File: src/rtl/fxp_mac_accumulator.sv
// fxp_mac_accumulator: streaming signed fixed-point MAC with bias add and output saturation
module fxp_mac_accumulator #(
    parameter int BITSIZE = 20,
    parameter int FRAC    = 10,
    parameter int GUARD   = 4,
    parameter int CNTW    = 8
) (
    input  logic                      clk,
    input  logic                      rst,
    input  logic                      in_valid,
    input  logic signed [BITSIZE-1:0] in_x,
    input  logic signed [BITSIZE-1:0] in_w,
    input  logic                      in_last,
    input  logic signed [BITSIZE-1:0] in_bias,
    output logic                      out_valid,
    output logic signed [BITSIZE-1:0] out_data,
    output logic                      out_sat,
    output logic        [CNTW-1:0]    out_beats
);
    localparam int PW   = 2 * BITSIZE;
    localparam int ACCW = 2 * BITSIZE - FRAC + GUARD;
    localparam logic signed [BITSIZE-1:0] DMAX = {1'b0, {(BITSIZE-1){1'b1}}};
    localparam logic signed [BITSIZE-1:0] DMIN = {1'b1, {(BITSIZE-1){1'b0}}};
    localparam logic signed [ACCW:0]      RMAX = (ACCW+1)'(DMAX);
    localparam logic signed [ACCW:0]      RMIN = (ACCW+1)'(DMIN);

    logic signed [PW-1:0]      p1_q, p1_d;
    logic                      v1_q, v1_d, l1_q, l1_d;
    logic signed [BITSIZE-1:0] bias1_q, bias1_d, bias2_q, bias2_d;
    logic signed [ACCW-1:0]    acc_q, acc_d, s;
    logic        [CNTW-1:0]    cnt_q, cnt_d, beats_q, beats_d;
    logic                      first_q, first_d, done2_q, done2_d;
    logic                      valid_q, valid_d, sat_q, sat_d;
    logic signed [BITSIZE-1:0] data_q, data_d;
    logic signed [ACCW:0]      r;
    logic                      hi, lo;

    // next-state for the multiply, accumulate and bias/saturate stages
    always_comb begin
        p1_d    = in_valid ? PW'(in_x) * PW'(in_w) : p1_q;
        v1_d    = in_valid;
        l1_d    = in_valid & in_last;
        bias1_d = (in_valid & in_last) ? in_bias : bias1_q;
        s       = ACCW'(p1_q >>> FRAC);
        acc_d   = v1_q ? (first_q ? s : acc_q + s) : acc_q;
        cnt_d   = v1_q ? (first_q ? CNTW'(1) : (&cnt_q ? cnt_q : cnt_q + 1'b1)) : cnt_q;
        first_d = v1_q ? l1_q : first_q;
        done2_d = v1_q & l1_q;
        bias2_d = (v1_q & l1_q) ? bias1_q : bias2_q;
        r       = (ACCW+1)'(acc_q) + (ACCW+1)'(bias2_q);
        hi      = r > RMAX;
        lo      = r < RMIN;
        valid_d = done2_q;
        data_d  = done2_q ? (hi ? DMAX : lo ? DMIN : r[BITSIZE-1:0]) : data_q;
        sat_d   = done2_q ? (hi | lo) : sat_q;
        beats_d = done2_q ? cnt_q : beats_q;
    end

    // pipeline registers with synchronous reset
    always_ff @(posedge clk) begin
        if (rst) begin
            p1_q    <= '0;
            v1_q    <= 1'b0;
            l1_q    <= 1'b0;
            bias1_q <= '0;
            bias2_q <= '0;
            acc_q   <= '0;
            cnt_q   <= '0;
            first_q <= 1'b1;
            done2_q <= 1'b0;
            valid_q <= 1'b0;
            data_q  <= '0;
            sat_q   <= 1'b0;
            beats_q <= '0;
        end else begin
            p1_q    <= p1_d;
            v1_q    <= v1_d;
            l1_q    <= l1_d;
            bias1_q <= bias1_d;
            bias2_q <= bias2_d;
            acc_q   <= acc_d;
            cnt_q   <= cnt_d;
            first_q <= first_d;
            done2_q <= done2_d;
            valid_q <= valid_d;
            data_q  <= data_d;
            sat_q   <= sat_d;
            beats_q <= beats_d;
        end
    end

    assign out_valid = valid_q;
    assign out_data  = data_q;
    assign out_sat   = sat_q;
    assign out_beats = beats_q;
endmodule

File: config.mk
export PLATFORM = sky130hd
export DESIGN_NAME = fxp_mac_accumulator
export DESIGN_NICKNAME = d
export VERILOG_FILES = /design/src/rtl/fxp_mac_accumulator.sv
export SDC_FILE = /design/constraint.sdc
export NUM_CORES = 2
export LEC_CHECK = 0
export CAP_MARGIN = 30
export CORE_MARGIN = 5
export CORE_UTILIZATION = 60
export CTS_CLUSTER_DIAMETER = 60
export DETAILED_ROUTE_END_ITERATION = 12
export PLACE_DENSITY_LB_ADDON = 0.25
export SLEW_MARGIN = 15
export SYNTH_ARGS = -nofsm -noshare
export SYNTH_HDL_FRONTEND = slang
export SYNTH_SLANG_ARGS = --single-unit
File: constraint.sdc
create_clock -name clk -period 10.7 [get_ports clk]
set_input_delay 3.21 -clock clk [delete_from_list [all_inputs] [get_ports clk]]
set_output_delay 3.21 -clock clk [all_outputs]
set_load 0.01 [all_outputs]
Word level (Yosys, flattened, before mapping)

Index checks and enable logic that the tools add are counted.

Bits in registers: 156
Output and inout bits: 30

Add/sub/neg operators: 3
Multiply operators: 1
Magnitude comparators: 2
Equality and inequality tests: 1
Multiplexer cells: 5
Bitwise operators: 3
Reductions and logical operators: 2

Operators with widths:

| kind                                                             | count |
|---|---|
| multiplier 20 x 20 -> 40 bit                                     | 1 |
| 2-to-1 mux 20 bit                                                | 2 |
| adder 34 x 20 -> 35 bit                                          | 1 |
| greater-than comparator 35 x 20 -> 1 bit (second input constant) | 1 |
| less-than comparator 35 x 20 -> 1 bit (second input constant)    | 1 |
| adder 34 x 30 -> 34 bit                                          | 1 |
| 2-to-1 mux 34 bit                                                | 1 |
| 2-to-1 mux 8 bit                                                 | 2 |
| adder 8 x 1 -> 8 bit (second input constant)                     | 1 |
| AND reduction 8 bit                                              | 1 |
| bitwise AND 1 bit                                                | 2 |
| != test 2 bit (second input constant)                            | 1 |
| AND reduction 2 bit                                              | 1 |
| bitwise OR 1 bit                                                 | 1 |

Logic depth before layout (Yosys ltp)

Depth after elaboration: 4
Gate-level depth with buffers: 27

Worst setup path before layout

No wires, ideal clock.

Path kind: input to register
Start: input port in_x[19]
End: register p1_q[37]
Setup time: 116 ps
Data arrival time: 9,829 ps
Setup slack: 754 ps
Cell stages on the path: 20
Buffers on the path: 1
Path through: clkbuf_1 > nand2_1 > inv_1 > fa_1 > fa_1 > inv_1 > fa_1 > inv_1 > fa_1 > fa_1 > fa_1 > fa_1 > ha_1 > a2111oi_0 > nor3_1 > a41oi_1 > nand3_1 > a31oi_1 > mux2_2 > a31o_2

Longest elaborated chain between the ends: 1

Ends and longest elaborated chain:

| element                      | line | RTL |
|---|---|---|
| from (decl)                  | 11   | `input logic signed [BITSIZE-1:0] in_x,` |
| multiplier 20 x 20 -> 40 bit | 40   | `p1_d = in_valid ? PW'(in_x) * PW'(in_w) : p1_q;` |
| to (signal assigned)         | 76   | `p1_q <= p1_d;` |
| to (decl)                    | 27   | `logic signed [PW-1:0] p1_q, p1_d;` |

No other way between the ends.
A chain may end at the register's enable or synchronous reset.

Worst setup path in the final report

Start: input port in_x[15]
End: register p1_q[37]

Same word-level chain as after synthesis.

==> metrics.cfg <==
[sta]
relSlewSlack_pct=47.7
min_period_ns=10.15
fin_skew_ns=0.0116
rsz0062_at_grt=no
tightest_slew_ns=0.785
max_freq_mhz=98.5
setup_tns_ns=0
fin_crit_sh_pct=94.9
hold_violations=0
finalSetupViolCount=0
hold_ws_ns=0.455
slew_viol_final=0

[setup_path]
worst_r2r_startpoint=bias2_q[19]
path_buf_inv=6
cp_slowest_cell=clkdlybuf4s50_1
crit_fanout=12
required_ns=11.02
crit_path_end_kind=register
critPathArrivalTime_ns=10.47
slowest_delay_ns=0.75
start_kind=input port
startpoint=in_x[15]
cpMostUsedCell=fa_1
cp_top_family=adder cells
worstSetupPathType=input port to register

[run]
cap_violations=0

[grt]
grt_use_total_pct=27.8
grt_pass1_wl_um=100000
grt_max_degree=73
gr-total-overflow=0
grt_pass1_vias=20200
grt_antenna_before_repair=0

[synth]
netlist_area_sq_mm=0.0239
synth_top_area_share_pct=35.2
ys_types=88
synth_nets=3364
avgSynthCellArea_sq_um=8.85
async_flop_share_pct=0
synth-edff-count=0
yosysSeqAreaShare_pct=12.2
synth_ff_type=dfxtp_1
yosysMostFrequentCell=inv_1
synth_warnings=0
synthCells=2707
synth_area_leaders=fa_1 35%, dfxtp_1 12%, ha_1 9.0%, inv_1 7.3%, and2_1 5.9%
yosys_register_bits=146
synth_common_cells=463 x inv_1, 421 x fa_1, 294 x nand2_1
synth_largest_area_cell=fa_1

[layout]
nNetsFinal=3412
fillers=3300
fin_cells=3292
drive_gt1_share_pct=5.10
n_antenna_cell=0
areaGrowthSynthToFinish_pct=9.13

[cts]
numCtsBuffers=17
cts_root_buf=clkbuf_16
postCtsSetupBuffers=0
htree_num_levels=4
hold_buffers=0
ctsResizeCount=0
cts_tree=done
clk_path_buf_depth=2
clkTransAtPathRegs_ns=0.06
clkLatencyLatePin_ns=0.44
clock_sinks=146

[detailed_routing]
ant_nets=0
dr.first_iter.drc_count=1194
viasPerCell=5.74
drc=0
num_vias=18900
wl_um=59100
dr.pass1.iters=5
wl_per_cell_um=17.9

[floorplanning]
start_util_pct=60.4
core_sq_mm=0.0396
fp.dieArea_sq_mm=0.0440
rows=73
die_x_um=210
pin_count=94
fp.dieH_um=210

[placed_design]
place_inst=3261
io_buffers=93
place.gp.congestion=0.930
post-dp-hpwl_um=49100

[worst_hold_path]
worstHoldPathType=register to register
hp-start=bias1_q[19]

[outcome]
outcome=finished, final reports clean

area by class of cell:
class | count | area, sq um | area share (%)
clock inverter | 13 | 141 | 0.541
inverter | 465 | 1750 | 6.68
timing repair buffer | 164 | 1460 | 5.59
tap | 525 | 657 | 2.51
sequential | 146 | 2930 | 11.2
clock buffer | 18 | 439 | 1.68
multi-input combinational | 1961 | 18800 | 71.8
placed cells by master, fill, tap and decap left out, types with 53 or more instances in the layout:
cell             instances
o21ai_0                 53
and2_1                 224
a21oi_1                 94
buf_4                   72
nand2_1                294
fa_1                   421
ha_1                   172
dfxtp_1                144
clkdlybuf4s50_1         92
inv_1                  463
nor2_1                 148
registers in the layout (all words and copies together) (netlist names):
| signal | flops |
|---|---|
| first_q | 1 |
| v1_q | 1 |
| out_beats | 8 |
| p1_q | 30 |
| bias1_q | 20 |
| acc_q | 34 |
| l1_q | 1 |
| done2_q | 1 |
| bias2_q | 20 |
| out_data | 20 |
| out_sat | 1 |
| cnt_q | 8 |
| out_valid | 1 |
final timing paths:
check,endpoint,slack [ns],depth (start not counted)
max,p1_q[37],0.55,25
min,bias1_q[19],0.45,2
min reg2reg,bias1_q[19],0.45,2
max reg2reg,out_data[17],6.35,12
layer usage:
metal	global-route usage, %	share of wire, %	vias to the layer above
met1	36.4	42	9462
met4	8.89	3.4	0
met3	3.72	5.3	124
li1	-	-	8745
met2	48.1	49	553
met5	0	0	-
worst min-delay path, cell delays in order (launching register included):
cell	delay, ns
dfxtp_1	0.31
nand2_1	0.05
a21oi_1	0.05
cell families (layout without fill, tap and decap cells):
logic type	after synthesis	count (layout)	share of synthesized area, %
muxes	30	30	1.26
and+or+nand+nor	846	846	17.5
DFF	146	146	12.2
xor gates and xnor gates	83	83	3.10
AOI/OAI and AO/OA	409	409	12.2
buffers and inverters	600	660	9.48
adders and majority gates	593	593	44.2
through the flow:
stage	setup slack, ns	cell area (sq um)	utilization (%)
finish	0.549	26100	65.9
global route	0.209	26100	65.9
CTS	0.588	26100	65.9
detailed placement	0.136	25600	64.5
global placement	0.243	25600	64.5
floorplan	0.754	23900	-
Power is left out: the tool's default activity adds up to more than one toggle a clock period on the data nets, which glitch-free logic cannot reach.
